### config.mk
export PLATFORM = sky130hd
export DESIGN_NAME = cc_life_counter
export DESIGN_NICKNAME = d
export VERILOG_FILES = /design/src/rtl/cc_life_counter_pkg.sv /design/src/rtl/cc_grace_timer.sv /design/src/rtl/cc_life_counter.sv
export SDC_FILE = /design/constraint.sdc
export NUM_CORES = 1
export LEC_CHECK = 0
export ABC_CLOCK_PERIOD_IN_PS = 2400
export CAP_MARGIN = 10
export CORE_MARGIN = 1.5
export CORE_UTILIZATION = 35
export CTS_CLUSTER_SIZE = 8
export DETAILED_ROUTE_END_ITERATION = 10
export SYNTH_ARGS = -nofsm -noshare
export SYNTH_HDL_FRONTEND = slang
export SYNTH_HIERARCHICAL = 1
export SYNTH_SLANG_ARGS = --single-unit
### constraint.sdc
create_clock -name CC_LIFE_COUNTER_CLOCK_50 -period 2.4 [get_ports CC_LIFE_COUNTER_CLOCK_50]
set_input_delay 0.72 -clock CC_LIFE_COUNTER_CLOCK_50 [delete_from_list [all_inputs] [get_ports CC_LIFE_COUNTER_CLOCK_50]]
set_output_delay 0.72 -clock CC_LIFE_COUNTER_CLOCK_50 [all_outputs]
set_load 0.02 [all_outputs]
### src/rtl/cc_life_counter_pkg.sv
// Shared definitions for the Frogger life counter: state encoding and the
// default game constants for lives and the post-hit grace window.
package cc_life_counter_pkg;

  // State encoding, kept as plain constants so checkers can compare
  // against the debug state port without pulling in the enum type.
  localparam logic [1:0] LC_ST_IDLE  = 2'd0;
  localparam logic [1:0] LC_ST_PLAY  = 2'd1;
  localparam logic [1:0] LC_ST_GRACE = 2'd2;
  localparam logic [1:0] LC_ST_DEAD  = 2'd3;

  typedef enum logic [1:0] {
    ST_IDLE  = LC_ST_IDLE,
    ST_PLAY  = LC_ST_PLAY,
    ST_GRACE = LC_ST_GRACE,
    ST_DEAD  = LC_ST_DEAD
  } lc_state_t;

  // Default game constants
  localparam int LC_DATAWIDTH     = 8;
  localparam int LC_INIT_LIVES    = 3;
  localparam int LC_MAX_LIVES     = 9;
  localparam int LC_GRACE_CYCLES  = 64;

endpackage

### src/rtl/cc_grace_timer.sv
// Loadable down-counter for the invulnerability window. Load puts it at
// GRACE_CYCLES-1 so that, counting down to and including zero, the window
// lasts exactly GRACE_CYCLES cycles. zero_o flags the last window cycle.
module cc_grace_timer
  import cc_life_counter_pkg::*;
#(
  parameter int GRACE_CYCLES = LC_GRACE_CYCLES
) (
  input  logic clk_i,
  input  logic rst_i,
  input  logic clr_i,
  input  logic load_i,
  input  logic en_i,
  output logic zero_o
);

  localparam int TW = $clog2(GRACE_CYCLES + 1);
  localparam logic [TW-1:0] LOAD_VAL = TW'(GRACE_CYCLES - 1);

  logic [TW-1:0] timer_q;
  logic [TW-1:0] timer_d;

  // Next timer value: clear beats load beats countdown; stops at zero.
  always_comb begin
    timer_d = timer_q;
    if (clr_i) begin
      timer_d = '0;
    end else if (load_i) begin
      timer_d = LOAD_VAL;
    end else if (en_i && (timer_q != '0)) begin
      timer_d = timer_q - TW'(1);
    end
  end

  // Timer register with synchronous reset.
  always_ff @(posedge clk_i) begin
    if (rst_i) begin
      timer_q <= '0;
    end else begin
      timer_q <= timer_d;
    end
  end

  assign zero_o = (timer_q == '0);

endmodule

### src/rtl/cc_life_counter.sv
// Remaining-lives counter for the Frogger datapath. Collision strobes cost
// one life and open a grace window during which further hits are ignored;
// bonus strobes add a life up to a ceiling. All outputs are registered.
//
// Strobe semantics: start/hit/bonus are single-cycle active-low pulses
// sampled on the rising edge; there is no backpressure. Each low cycle is a
// distinct event, and results appear on the outputs one cycle later.
module cc_life_counter
  import cc_life_counter_pkg::*;
#(
  parameter int LIFECOUNTER_DATAWIDTH    = LC_DATAWIDTH,
  parameter int LIFECOUNTER_INIT_LIVES   = LC_INIT_LIVES,
  parameter int LIFECOUNTER_MAX_LIVES    = LC_MAX_LIVES,
  parameter int LIFECOUNTER_GRACE_CYCLES = LC_GRACE_CYCLES
) (
  input  logic                             CC_LIFE_COUNTER_CLOCK_50,
  input  logic                             CC_LIFE_COUNTER_RESET_InHigh,
  input  logic                             CC_LIFE_COUNTER_start_InLow,
  input  logic                             CC_LIFE_COUNTER_hit_InLow,
  input  logic                             CC_LIFE_COUNTER_bonus_InLow,
  output logic [LIFECOUNTER_DATAWIDTH-1:0] CC_LIFE_COUNTER_data_OutBUS,
  output logic                             CC_LIFE_COUNTER_grace_OutHigh,
  output logic                             CC_LIFE_COUNTER_gameover_OutLow,
  output logic                             CC_LIFE_COUNTER_hitack_OutHigh,
  output logic [1:0]                       dbg_state_o
);

  localparam int DW = LIFECOUNTER_DATAWIDTH;
  localparam logic [DW-1:0] INIT_LV = DW'(LIFECOUNTER_INIT_LIVES);
  localparam logic [DW-1:0] MAX_LV  = DW'(LIFECOUNTER_MAX_LIVES);

  lc_state_t     state_q, state_d;
  logic [DW-1:0] count_q, count_d;
  logic          hitack_q, grace_q, gameover_n_q;
  logic          hit_acc;
  logic          tmr_load;
  logic          tmr_zero;

  logic          start_s, hit_s, bonus_s;
  logic [DW-1:0] count_inc, count_dec;

  assign start_s = ~CC_LIFE_COUNTER_start_InLow;
  assign hit_s   = ~CC_LIFE_COUNTER_hit_InLow;
  assign bonus_s = ~CC_LIFE_COUNTER_bonus_InLow;

  // Saturating increment and floor-at-zero decrement.
  assign count_inc = (count_q >= MAX_LV) ? MAX_LV : count_q + DW'(1);
  assign count_dec = (count_q == '0) ? '0 : count_q - DW'(1);

  cc_grace_timer #(
    .GRACE_CYCLES (LIFECOUNTER_GRACE_CYCLES)
  ) u_grace_timer (
    .clk_i  (CC_LIFE_COUNTER_CLOCK_50),
    .rst_i  (CC_LIFE_COUNTER_RESET_InHigh),
    .clr_i  (start_s),
    .load_i (tmr_load),
    .en_i   (state_q == ST_GRACE),
    .zero_o (tmr_zero)
  );

  // Next state / count: start overrides everything, then hit, then bonus.
  always_comb begin
    state_d  = state_q;
    count_d  = count_q;
    hit_acc  = 1'b0;
    tmr_load = 1'b0;
    if (start_s) begin
      state_d = ST_PLAY;
      count_d = INIT_LV;
    end else begin
      case (state_q)
        ST_PLAY: begin
          if (hit_s) begin
            hit_acc = 1'b1;
            if (bonus_s) begin
              // Hit and bonus cancel; the hit still opens a grace window.
              state_d  = ST_GRACE;
              tmr_load = 1'b1;
            end else begin
              count_d = count_dec;
              if (count_dec == '0) begin
                state_d = ST_DEAD;
              end else begin
                state_d  = ST_GRACE;
                tmr_load = 1'b1;
              end
            end
          end else if (bonus_s) begin
            count_d = count_inc;
          end
        end
        ST_GRACE: begin
          if (bonus_s) begin
            count_d = count_inc;
          end
          if (tmr_zero) begin
            state_d = ST_PLAY;
          end
        end
        ST_DEAD: begin
          count_d = '0;
        end
        default: begin
          state_d = state_q;
        end
      endcase
    end
  end

  // FSM, count and registered output flags.
  always_ff @(posedge CC_LIFE_COUNTER_CLOCK_50) begin
    if (CC_LIFE_COUNTER_RESET_InHigh) begin
      state_q      <= ST_IDLE;
      count_q      <= INIT_LV;
      hitack_q     <= 1'b0;
      grace_q      <= 1'b0;
      gameover_n_q <= 1'b1;
    end else begin
      state_q      <= state_d;
      count_q      <= count_d;
      hitack_q     <= hit_acc;
      grace_q      <= (state_d == ST_GRACE);
      gameover_n_q <= (state_d != ST_DEAD);
    end
  end

  assign CC_LIFE_COUNTER_data_OutBUS     = count_q;
  assign CC_LIFE_COUNTER_grace_OutHigh   = grace_q;
  assign CC_LIFE_COUNTER_gameover_OutLow = gameover_n_q;
  assign CC_LIFE_COUNTER_hitack_OutHigh  = hitack_q;
  assign dbg_state_o                     = state_q;

endmodule

==> results.txt <==
----------------------------------------------------
[Timing]
  Final period util ... 0.9433
  Number of hold-slack violations in the final timing report ... 0
  Relative slew slack ... 0.6676
  RSZ-0062 raised after global routing ... yes
  Final setup fails ... 0
  Actual slew at the worst max-slew pin ... 0.4941 ns
  Final Slew Violations ... 0
  Fin crit period ... 2.264 ns
  Peak clock frequency supported by timing ... 441.7 MHz
  Worst hold slack ... 0.5914 ns
  Skew final ... 0.006379 ns

[Logic synthesis]
  Top cells by instance count after synthesis ... 21 x sky130_fd_sc_hd__a21oi_1, 20 x sky130_fd_sc_hd__dfxtp_1, 16 x sky130_fd_sc_hd__inv_1, 16 x sky130_fd_sc_hd__nor2_1, 9 x sky130_fd_sc_hd__o21ai_0
  Fraction of synthesized cell area taken by the top area cell type ... 0.2433
  Mapped cell area ... 1645 sq um
  Proportion of register bits with asynchronous set or reset after synthesis ... 0
  Number of warnings reported in the yosys synthesis log ... 6
  Most area-consuming cells after synthesis ... sky130_fd_sc_hd__dfxtp_1 24%, sky130_fd_sc_hd__a21oi_1 6.4%, sky130_fd_sc_hd__ha_1 6.1%, sky130_fd_sc_hd__inv_1 3.7%, sky130_fd_sc_hd__nor2_1 3.7%
  Post-synthesis register bit count ... 20
  Leading cell type by number of instances after synthesis ... sky130_fd_sc_hd__a21oi_1
  Syn_nets ... 208
  Predominant post-synthesis flop cell ... sky130_fd_sc_hd__dfxtp_1
  Number of synthesized flops with an enable pin ... 0
  Proportion of synthesized chip area in sequential cells ... 0.2433
  Leading area contributor after synthesis ... sky130_fd_sc_hd__dfxtp_1
  Synth Area per Inst ... 8.438 sq um
  Synth cell types ... 63
  Post-Syn Instances ... 195

[Cells and area]
  Core occupancy in the finished layout ... 0.4696
  Number of nets in the finished design ... 248
  Diodes inserted ... 0
  Finished Cell Area ... 2087 sq um
  Fraction of layout cells with a size suffix above 1 ... 0.2436
  Area added between synthesis and finish ... 26.84%

[Detailed routing]
  Number of iterations in the first detailed-routing pass ... 4
  Number of design-rule violations left by the first detailed-router iteration ... 105
  Total wirelength of the detailed-routed design ... 4308 microns
  Vias ... 1626
  Detail-routed via count per cell ... 5.685
  DRC errors left ... 0
  Antenna-violating nets left ... 0
  WL per Instance ... 15.06 microns

[Floorplanning]
  Number of standard-cell rows in the floorplan ... 24
  Die area ... 5122 sq um
  Initial core utilization ... 0.3702
  Count of boundary I/O pins ... 18
  Core box area ... 4444 sq um
  Die outline width ... 71.57 microns
  Vertical die dimension ... 71.57 microns

[GRT]
  Overflow left after global routing ... 0
  Global-route wire length before repair ... 6996 microns
  Maximum number of pins on one net before global-route repair ... 15
  Number of antenna violations at the first check in global routing ... 0
  All-layer global routing usage ... 0.1717
  Number of global-route vias before repair ... 1425

[Critical path]
  Cell class contributing the biggest share of worst-path delay ... buffers and inverters
  CP startpoint kind ... flop
  Crit Path Max Fanout ... 10
  Setup crit end kind ... output port
  Largest incremental delay on the critical path ... 0.69 ns
  Reg2reg start ... CC_LIFE_COUNTER_data_OutBUS[0]
  Crit-path cells ... clkdlybuf4s50_1
  CP max stage cell ... sky130_fd_sc_hd__clkdlybuf4s50_1
  Critical path arrival ... 1.54 ns
  Critical path launch point ... CC_LIFE_COUNTER_data_OutBUS[5]
  CP Buf/Inv Count ... 1
  Path type of the worst setup path ... flop to output port
  Worst EP required ... 1.68 ns

[Clocking]
  TritonCTS clock tree ... built
  Depth of the CTS H-tree ... 1
  Number of buffers created by CTS ... 3
  Clock latency on the worst-skew pair ... 0.27 ns
  Post-CTS clock slew at the launch and capture registers of the worst setup and hold paths ... 0.09 ns
  Bufs on Longest Clock Path ... 2
  Root Buffer Master ... sky130_fd_sc_hd__clkbuf_8
  CTS Sinks ... 20

[Placement]
  Post-place instance area ... 1997 sq um
  GPL Wtd Cong ... 0.8739
  Half-perimeter wire length after placement ... 3168 microns
  Port buffer count ... 17

[Min path]
  Hold path start ... u_grace_timer/timer_q[5]
  Class of the tightest hold or removal check ... flop to flop

[Power and ir drop]
  Leakage ... 0.8016 nW
  Max VDD drop ... 0.0002151 V
  Total power divided by cell area ... 398.6 nW/um^2
  Design Power ... 831.9 uW

[Flow run]
  Max-cap check violation count ... 0

[Run status]
  Run status ... finished clean

----------------------------------------------------
## flip-flops by register name, indices dropped and copies added, names as in the netlist
register / count
CC_LIFE_COUNTER_grace_OutHigh: 1
CC_LIFE_COUNTER_data_OutBUS: 8
u_grace_timer/timer_q: 7
dbg_state_o: 2
CC_LIFE_COUNTER_hitack_OutHigh: 1
CC_LIFE_COUNTER_gameover_OutLow: 1
## where the power goes
part	leakage [nW]	switching [mW]	internal (mW)
clock network	0.0357	0.129	0.223
logic	0.605	0.0739	0.0640
registers	0.161	0.00576	0.337
## layout make-up
cell class	count	area, sq um
sequential	20	402.9
multi-input combinational	153	1137
fill	431	2357
clock buffer	3	41.29
inverter	16	60.06
clock inverter	1	30.03
tap	52	65.06
timing repair buffer	41	350.3
## routing by layer
layer,track usage,vias to the layer above,wire [microns]
li1,-,820,-
met1,0.2589,733,2071
met2,0.2430,66,1842
met3,0.02672,7,318
met4,0.06918,0,75
met5,0,-,0
## path summary, 6_finish.rpt
kind                               endpoint  slack (ns)  cells past startpoint
min reg2reg        u_grace_timer/timer_q[5]        0.59                      2
min                u_grace_timer/timer_q[5]        0.59                      2
max reg2reg        u_grace_timer/timer_q[5]        0.16                     10
max          CC_LIFE_COUNTER_data_OutBUS[5]        0.14                      1
## logic make-up (layout without fill, tap and decap cells)
kind of cell	count (synthesis)	count (layout)	synth area share
AOI/OAI and AO/OA	72	72	0.3232
and+or+nand+nor	70	70	0.2821
buffers and inverters	22	61	0.07224
DFF	20	20	0.2433
adders and majority gates	8	8	0.06084
muxes	3	3	0.01825
## timing repair
| action | 4_1_cts | 5_1_grt |
|---|---|---|
| endpoints found under the setup margin | 0 | 2 |
| gates resized for setup | 0 | 4 |
| buffers inserted | 0 | 1 |
| hold buffers | 0 | 0 |
## placed cells by master (no fill, tap or decap), types with 4 or more instances in the layout
master and n:
sky130_fd_sc_hd__nor3_1 7, sky130_fd_sc_hd__nand2b_1 4, sky130_fd_sc_hd__ha_1 7, sky130_fd_sc_hd__dfxtp_1 18, sky130_fd_sc_hd__a31o_2 4, sky130_fd_sc_hd__nand2_1 6
sky130_fd_sc_hd__inv_1 16, sky130_fd_sc_hd__o21ai_0 9, sky130_fd_sc_hd__clkdlybuf4s50_1 17, sky130_fd_sc_hd__a21oi_1 21, sky130_fd_sc_hd__o31ai_1 4, sky130_fd_sc_hd__buf_4 24
sky130_fd_sc_hd__nor2_1 16
## stage by stage
stage / setup TNS (ns) / worst slack (ns) / cells
2_1_floorplan: 0 / 0.05577 / 195
3_3_place_gp: -0.01554 / -0.01554 / 281
3_5_place_dp: -0.07676 / -0.06287 / 281
4_1_cts: 0 / 0.007166 / 285
5_1_grt: -0.02471 / -0.02471 / 286
6_report: 0 / 0.1360 / 286
Note: power is estimated with default switching activity, not from simulation.
